==> src/rtl/task_input_pkt_buffer_if.sv <==
// Stream bundle for task_input_pkt_buffer: upstream packet input, downstream replay and status.
// slave is the buffer side, master is the host/test side.
interface task_input_pkt_buffer_if #(
  parameter int DATA_W = 8,
  parameter int DEPTH  = 256
);
  localparam int LEN_W = $clog2(DEPTH) + 1;

  logic              i_tdata_valid;
  logic [DATA_W-1:0] i_tdata;
  logic              i_tdata_last;
  logic              o_tready;
  logic              i_output_last;
  logic              o_tvalid;
  logic [DATA_W-1:0] o_tdata;
  logic              o_tlast;
  logic              i_tready;
  logic              o_busy;
  logic              o_empty;
  logic [LEN_W-1:0]  o_pkt_len;
  logic              o_overflow;

  modport slave (
    input  i_tdata_valid, i_tdata, i_tdata_last, i_output_last, i_tready,
    output o_tready, o_tvalid, o_tdata, o_tlast, o_busy, o_empty, o_pkt_len, o_overflow
  );

  modport master (
    output i_tdata_valid, i_tdata, i_tdata_last, i_output_last, i_tready,
    input  o_tready, o_tvalid, o_tdata, o_tlast, o_busy, o_empty, o_pkt_len, o_overflow
  );
endinterface

==> src/rtl/task_input_pkt_buffer.sv <==
// Requests one packet from upstream, stores it in a FIFO (truncating beyond DEPTH),
// then replays it downstream with valid/ready and tlast on the last stored word.
module task_input_pkt_buffer #(
  parameter int DATA_W   = 8,
  parameter int DEPTH    = 256,
  parameter int AUTO_REQ = 1
) (
  input logic                   i_clk,
  input logic                   i_rst_n,
  task_input_pkt_buffer_if.slave bus
);
  localparam int AW = $clog2(DEPTH);
  localparam int CW = AW + 1;

  typedef enum logic [1:0] {
    IDLE = 2'd0,
    REQ  = 2'd1,
    LOAD = 2'd2,
    SEND = 2'd3
  } state_t;

  state_t            state_r;
  state_t            state_s;
  logic [DATA_W-1:0] mem_r [DEPTH];
  logic [AW-1:0]     wr_ptr_r;
  logic [AW-1:0]     rd_ptr_r;
  logic [CW-1:0]     count_r;
  logic [CW-1:0]     count_s;
  logic              empty_r;
  logic              req_pend_r;
  logic              tready_r;
  logic              tvalid_r;
  logic              tlast_r;
  logic [DATA_W-1:0] tdata_r;
  logic              busy_r;
  logic [CW-1:0]     pkt_len_r;
  logic              overflow_r;

  logic full_s;
  logic accept_s;
  logic last_beat_s;
  logic wr_en_s;
  logic rd_en_s;
  logic fire_s;
  logic done_s;
  logic start_s;

  // Next-state and datapath strobes
  always_comb begin
    state_s     = state_r;
    full_s      = (count_r == CW'(DEPTH));
    accept_s    = (state_r == LOAD) && tready_r && bus.i_tdata_valid;
    last_beat_s = accept_s && bus.i_tdata_last;
    wr_en_s     = accept_s && !full_s;
    fire_s      = tvalid_r && bus.i_tready;
    done_s      = fire_s && tlast_r;
    // The output register refills whenever it is empty or being drained this cycle.
    rd_en_s     = (state_r == SEND) && (count_r != {CW{1'b0}}) && (!tvalid_r || bus.i_tready);
    start_s     = 1'b0;
    if (wr_en_s) begin
      count_s = count_r + CW'(1);
    end else if (rd_en_s) begin
      count_s = count_r - CW'(1);
    end else begin
      count_s = count_r;
    end
    case (state_r)
      IDLE: begin
        if (empty_r && req_pend_r) begin
          state_s = REQ;
          start_s = 1'b1;
        end else begin
          state_s = IDLE;
        end
      end
      REQ:  state_s = LOAD;
      LOAD: begin
        if (last_beat_s) state_s = SEND;
        else             state_s = LOAD;
      end
      SEND: begin
        if (done_s) state_s = IDLE;
        else        state_s = SEND;
      end
      default: state_s = IDLE;
    endcase
  end

  // FSM state register
  always_ff @(posedge i_clk or negedge i_rst_n) begin
    if (!i_rst_n) state_r <= IDLE;
    else          state_r <= state_s;
  end

  // FIFO storage (no reset on the array so it maps to RAM)
  always_ff @(posedge i_clk) begin
    if (wr_en_s) mem_r[wr_ptr_r] <= bus.i_tdata;
  end

  // FIFO pointers, occupancy and empty flag
  always_ff @(posedge i_clk or negedge i_rst_n) begin
    if (!i_rst_n) begin
      wr_ptr_r <= {AW{1'b0}};
      rd_ptr_r <= {AW{1'b0}};
      count_r  <= {CW{1'b0}};
      empty_r  <= 1'b1;
    end else begin
      if (wr_en_s) wr_ptr_r <= wr_ptr_r + AW'(1);
      else         wr_ptr_r <= wr_ptr_r;
      if (rd_en_s) rd_ptr_r <= rd_ptr_r + AW'(1);
      else         rd_ptr_r <= rd_ptr_r;
      count_r <= count_s;
      empty_r <= (count_s == {CW{1'b0}});
    end
  end

  // Request tracking, handshake and status outputs
  always_ff @(posedge i_clk or negedge i_rst_n) begin
    if (!i_rst_n) begin
      req_pend_r <= (AUTO_REQ != 0);
      tready_r   <= 1'b0;
      busy_r     <= 1'b0;
      pkt_len_r  <= {CW{1'b0}};
      overflow_r <= 1'b0;
    end else begin
      // A new request wins over the clear so a pulse is never dropped.
      if (bus.i_output_last) req_pend_r <= 1'b1;
      else if (start_s)      req_pend_r <= 1'b0;
      else                   req_pend_r <= req_pend_r;
      if (state_r == REQ)   tready_r <= 1'b1;
      else if (last_beat_s) tready_r <= 1'b0;
      else                  tready_r <= tready_r;
      if (start_s)     busy_r <= 1'b1;
      else if (done_s) busy_r <= 1'b0;
      else             busy_r <= busy_r;
      if (last_beat_s) pkt_len_r <= wr_en_s ? (count_r + CW'(1)) : count_r;
      else             pkt_len_r <= pkt_len_r;
      if (accept_s && full_s) overflow_r <= 1'b1;
      else                    overflow_r <= overflow_r;
    end
  end

  // Single-register downstream output stage
  always_ff @(posedge i_clk or negedge i_rst_n) begin
    if (!i_rst_n) begin
      tvalid_r <= 1'b0;
      tlast_r  <= 1'b0;
      tdata_r  <= {DATA_W{1'b0}};
    end else if (done_s) begin
      tvalid_r <= 1'b0;
      tlast_r  <= 1'b0;
      tdata_r  <= tdata_r;
    end else if (rd_en_s) begin
      tvalid_r <= 1'b1;
      tlast_r  <= (count_r == CW'(1));
      tdata_r  <= mem_r[rd_ptr_r];
    end else if (fire_s) begin
      tvalid_r <= 1'b0;
      tlast_r  <= tlast_r;
      tdata_r  <= tdata_r;
    end else begin
      tvalid_r <= tvalid_r;
      tlast_r  <= tlast_r;
      tdata_r  <= tdata_r;
    end
  end

  assign bus.o_tready   = tready_r;
  assign bus.o_tvalid   = tvalid_r;
  assign bus.o_tdata    = tdata_r;
  assign bus.o_tlast    = tlast_r;
  assign bus.o_busy     = busy_r;
  assign bus.o_empty    = empty_r;
  assign bus.o_pkt_len  = pkt_len_r;
  assign bus.o_overflow = overflow_r;
endmodule
==> src/flat_wrapper.sv <==
// flat-port wrapper written by rule: the top's interface ports become plain ports
module task_input_pkt_buffer_flat 
#(
  parameter int DATA_W   = 8,
  parameter int DEPTH    = 256,
  parameter int AUTO_REQ = 1
)
  (i_clk, i_rst_n, bus_i_tdata_valid, bus_i_tdata, bus_i_tdata_last, bus_i_output_last, bus_i_tready, bus_o_tready, bus_o_tvalid, bus_o_tdata, bus_o_tlast, bus_o_busy, bus_o_empty, bus_o_pkt_len, bus_o_overflow);
  task_input_pkt_buffer_if #(.DATA_W(DATA_W), .DEPTH(DEPTH)) bus_i ();
  input logic i_clk;
  input logic i_rst_n;
  input wire logic [$bits(bus_i.i_tdata_valid)-1:0] bus_i_tdata_valid;
  input wire logic [$bits(bus_i.i_tdata)-1:0] bus_i_tdata;
  input wire logic [$bits(bus_i.i_tdata_last)-1:0] bus_i_tdata_last;
  input wire logic [$bits(bus_i.i_output_last)-1:0] bus_i_output_last;
  input wire logic [$bits(bus_i.i_tready)-1:0] bus_i_tready;
  output wire logic [$bits(bus_i.o_tready)-1:0] bus_o_tready;
  output wire logic [$bits(bus_i.o_tvalid)-1:0] bus_o_tvalid;
  output wire logic [$bits(bus_i.o_tdata)-1:0] bus_o_tdata;
  output wire logic [$bits(bus_i.o_tlast)-1:0] bus_o_tlast;
  output wire logic [$bits(bus_i.o_busy)-1:0] bus_o_busy;
  output wire logic [$bits(bus_i.o_empty)-1:0] bus_o_empty;
  output wire logic [$bits(bus_i.o_pkt_len)-1:0] bus_o_pkt_len;
  output wire logic [$bits(bus_i.o_overflow)-1:0] bus_o_overflow;
  assign bus_i.i_tdata_valid = bus_i_tdata_valid;
  assign bus_i.i_tdata = bus_i_tdata;
  assign bus_i.i_tdata_last = bus_i_tdata_last;
  assign bus_i.i_output_last = bus_i_output_last;
  assign bus_i.i_tready = bus_i_tready;
  assign bus_o_tready = bus_i.o_tready;
  assign bus_o_tvalid = bus_i.o_tvalid;
  assign bus_o_tdata = bus_i.o_tdata;
  assign bus_o_tlast = bus_i.o_tlast;
  assign bus_o_busy = bus_i.o_busy;
  assign bus_o_empty = bus_i.o_empty;
  assign bus_o_pkt_len = bus_i.o_pkt_len;
  assign bus_o_overflow = bus_i.o_overflow;
  task_input_pkt_buffer #(.DATA_W(DATA_W), .DEPTH(DEPTH), .AUTO_REQ(AUTO_REQ)) u_core (.i_clk(i_clk), .i_rst_n(i_rst_n), .bus(bus_i));
endmodule
==> config.mk <==
export PLATFORM = sky130hd
export DESIGN_NAME = task_input_pkt_buffer_flat
export DESIGN_NICKNAME = d
export VERILOG_FILES = /design/src/rtl/task_input_pkt_buffer_if.sv /design/src/rtl/task_input_pkt_buffer.sv /design/src/flat_wrapper.sv
export SDC_FILE = /design/constraint.sdc
export NUM_CORES = 2
export LEC_CHECK = 0
export ABC_CLOCK_PERIOD_IN_PS = 10700
export CELL_PAD_IN_SITES_DETAIL_PLACEMENT = 1
export CELL_PAD_IN_SITES_GLOBAL_PLACEMENT = 1
export CORE_ASPECT_RATIO = 2
export CORE_MARGIN = 2
export CORE_UTILIZATION = 30
export DETAILED_ROUTE_END_ITERATION = 8
export GPL_TIMING_DRIVEN = 0
export PLACE_DENSITY = 0.54
export SLEW_MARGIN = 20
export SYNTH_ARGS = -nofsm -noshare
export SYNTH_HDL_FRONTEND = slang
export SYNTH_SLANG_ARGS = --single-unit
==> constraint.sdc <==
create_clock -name i_clk -period 10.7 [get_ports i_clk]
set_clock_uncertainty 0.1 [all_clocks]
set_input_delay 1.07 -clock i_clk [delete_from_list [all_inputs] [get_ports i_clk]]
set_output_delay 1.07 -clock i_clk [all_outputs]
set_load 0.05 [all_outputs]
==> metrics.md <==
| Metric | Value |
|---|---|
| Status | `completed` |
| Dominant synthesized flop cell | `edfxtp_1` |
| P&R area growth vs syn | `15.70%` |
| Initial antenna violation count | `18` |
| DRT Pass-1 Iters | `6` |
| Final Cycle Share | `57.13%` |
| Slew Limit Fails | `0` |
| Crit. End Element | `flop` |
| DRC Markers | `0` |
| Final ANT Viol Nets | `0` |
| Placed cells | `7583` |
| Number of buffers added on ports | `36` |
| Yosys top cell area share | `75.12%` |
| DP Area | `88770 sq um` |
| Crit path time final | `6.113 ns` |
| Setup slack, reg-to-reg | `4.59 ns` |
| Post-synthesis net count | `3940` |
| RR Startpoint | `u_core.rd_ptr_r[1]$_DFFE_PN0N_` |
| Min-Delay Endpoint | `u_core.bus.o_pkt_len[6]$_DFFE_PN0P_` |
| Fin Hold WS | `0.3754 ns` |
| VDD IR max | `0.1197 mV` |
| Yosys cell types | `82` |
| Post-route worst setup slack | `4.587 ns` |
| Overflow after GRT | `0` |
| Final instance area | `94730 sq um` |
| Mean Syn Cell Area | `20.90 sq um` |
| Unrepaired setup endpoints after global routing | `no` |
| Mapped Area | `81870 sq um` |
| Yosys warning total | `0` |
| Top cells by area, synth | `edfxtp_1 (75%), mux4_2 (13%), mux2i_1 (2.8%), dfrtp_1 (1.5%), nor2_1 (1.4%)` |
| Max-Cap Viols | `0` |
| CP required | `11.31 ns` |
| GRT Overall Usage | `25.15%` |
| Fmax | `163.6 MHz` |
| Half-perimeter wire length after detailed placement | `250200 um` |
| Mean routed wirelength per cell | `44.42 um` |
| Final Util | `34.83%` |
| Reg2reg path depth | `11` |
| CTS tree | `yes` |
| Initial DRC Count | `4879` |
| Leakage | `28.85 nW` |
| DIE WIDTH | `373.4 um` |
| Setup TNS | `0 ns` |
| Clock tree buffer depth | `4` |
| Layout cells sized above 1 | `24.52%` |
| GP Congestion | `1.005` |
| Final #Nets | `4248` |
| Sequential area share after synthesis | `76.68%` |
| R2r endpoint | `u_core.bus.o_tdata[7]$_DFFE_PN0P_` |
| Dominant cell type by area after synthesis | `edfxtp_1` |
| Worst-path clk slew | `0.08 ns` |
| #FFs+latches synth | `2099` |
| Tot Pwr | `16.07 mW` |
| Critical Path AT | `6.73 ns` |
| Io pins | `37` |
| Hold depth | `2` |
| Final cell count without fillers | `7930` |
| Clk sinks | `2099` |
| H-tree levels | `4` |
| Largest net degree at the start of global routing | `119` |
| # setup viols final | `0` |
| Via density | `5.608` |
| Ys async rst share | `2.430%` |
| Starting density of the core | `30.11%` |
| Max_slew headroom | `14.09%` |
| CTS buffer count | `187` |
| Pwr/cell area | `169.7 nW/um^2` |
| Hold Path Class | `reg -> reg` |
| EDFF count, synth | `2048` |
| Vias | `44470` |
| Vias in the first global route | `45940` |
| Worst-Skew Late Latency | `0.88 ns` |
| Cells after Synth | `3917` |
| Num rows | `271` |
| Root Driver | `clkbuf_16` |
| Final Hold Viols | `0` |
| Pre-CTS WS | `4.510 ns` |
| Slew at the pin closest to its max-slew limit | `1.289 ns` |
| Die footprint | `277400 sq um` |
| Worst-path fanout max | `10` |
| Die H | `742.8 um` |
| Total wire length | `352300 um` |
| Hold wc startpoint | `u_core.bus.o_pkt_len[6]$_DFFE_PN0P_` |
| First-pass GRT wire length | `456600 um` |
| Crit start category | `flop` |
| Core box area | `271900 sq um` |
| Setup CP Type | `reg -> reg` |
[cell usage after synthesis (18+ instances only)]
library cell,n
mux4_2,477
nand3_1,38
a21oi_1,60
nor3_1,18
buf_1,24
a221oi_1,30
buf_4,40
o22ai_1,26
o21ai_0,49
nor2_1,296
dfrtp_1,49
a22oi_1,30
edfxtp_1,2048
nand2_1,88
o221ai_1,28
xnor2_1,21
mux2i_1,226
buf_2,42
clkbuf_1,117
[kinds of logic after synthesis]
logic type                 after synthesis  synth area share (%)
adders and majority gates                9                0.1375
xor gates and xnor gates                29                0.3102
DFF                                   2099                 76.68
AOI/OAI and AO/OA                      314                 2.668
and+or+nand+nor                        505                 2.671
buffers and inverters                  249                 1.525
muxes                                  712                 16.01
[report_power, final]
group / leakage, nW / internal [mW] / switching (mW)
Combinational: 6.91 / 0.0236 / 0.145
Clock: 2.88 / 3.71 / 3.19
Sequential: 19.1 / 9.01 / 0.00000000000000000438
[area by class of cell]
class / instances / area [sq um]
fill: 26600 / 177200
clock buffer: 229 / 4920
antenna: 14 / 35.03
tap: 3549 / 4441
buffer: 237 / 1333
sequential: 2099 / 62780
timing repair buffer: 119 / 2276
multi-input combinational: 1569 / 17930
inverter: 12 / 45.04
clock inverter: 102 / 970.9
[cell usage in the layout, fill, tap and decap left out, drive strengths merged, types with 19 or more instances in the layout]
master         count
buf              207
mux2i            226
nor2             297
a221oi            30
nor3              19
nand2             88
edfxtp          2048
a21oi             60
clkinv            74
clkdlybuf4s50     28
mux4             477
dfrtp             49
a22oi             30
o21ai             49
xnor2             21
o221ai            28
clkbuf           349
nand3             38
o22ai             26
[flip-flops by register name, summed over array words and instances, names as in the netlist]
name                   flops
u_core.bus.o_busy          1
u_core.bus.o_overflow      1
u_core.bus.o_tlast         1
u_core.count_r             9
u_core.bus.o_tdata         8
u_core.bus.o_tvalid        1
u_core.bus.o_empty         1
u_core.mem_r            2048
u_core.rd_ptr_r            8
u_core.state_r             2
u_core.req_pend_r          1
u_core.bus.o_pkt_len       9
u_core.wr_ptr_r            8
u_core.bus.o_tready        1
[timing repair]
item | CTS | global route
hold endpoints to repair | 8 | 0
setup buffers | 0 | 0
resized for setup | 0 | 0
hold buffers | 1 | 0
[worst max-delay path by stage]
stage,slack (ns),end,from,cells after the start
final,4.59,u_core.bus.o_tdata[7]$_DFFE_PN0P_,u_core.rd_ptr_r[1]$_DFFE_PN0N_,11
after global routing,4.57,u_core.mem_r[146][1]$_DFFE_PP_,u_core.count_r[0]$_DFF_PN0_,11
after CTS,4.69,u_core.bus.o_tdata[7]$_DFFE_PN0P_,u_core.rd_ptr_r[1]$_DFFE_PN0N_,11
after detailed placement,4.51,u_core.mem_r[82][2]$_DFFE_PP_,bus_i_tdata_valid,9
after global placement,0.32,u_core.mem_r[106][2]$_DFFE_PP_,bus_i_tdata[2],1
after floorplan,7.02,u_core.mem_r[103][0]$_DFFE_PP_,u_core.count_r[0]$_DFF_PN0_,11
[per-layer routing]
metal  vias up  share of wire [%]  track usage, %
met5         -              0.018               0
met4        10                 12           24.73
met1     24480                 31           24.73
met2      2196                 51           44.30
li1      16840                  -               -
met3       942                5.5           4.133
[worst max-delay path: stages, from the launching register on]
cell and delay, ns:
dfrtp_1 0.55, buf_2 0.43, buf_2 0.72, buf_2 0.95
buf_2 0.39, buf_12 0.21, buf_2 0.61, mux4_2 0.41
nand2_1 0.08, a21oi_1 0.22, nor4_1 0.91, o22ai_1 0.15
No activity file was read; power rests on OpenSTA's default activity.
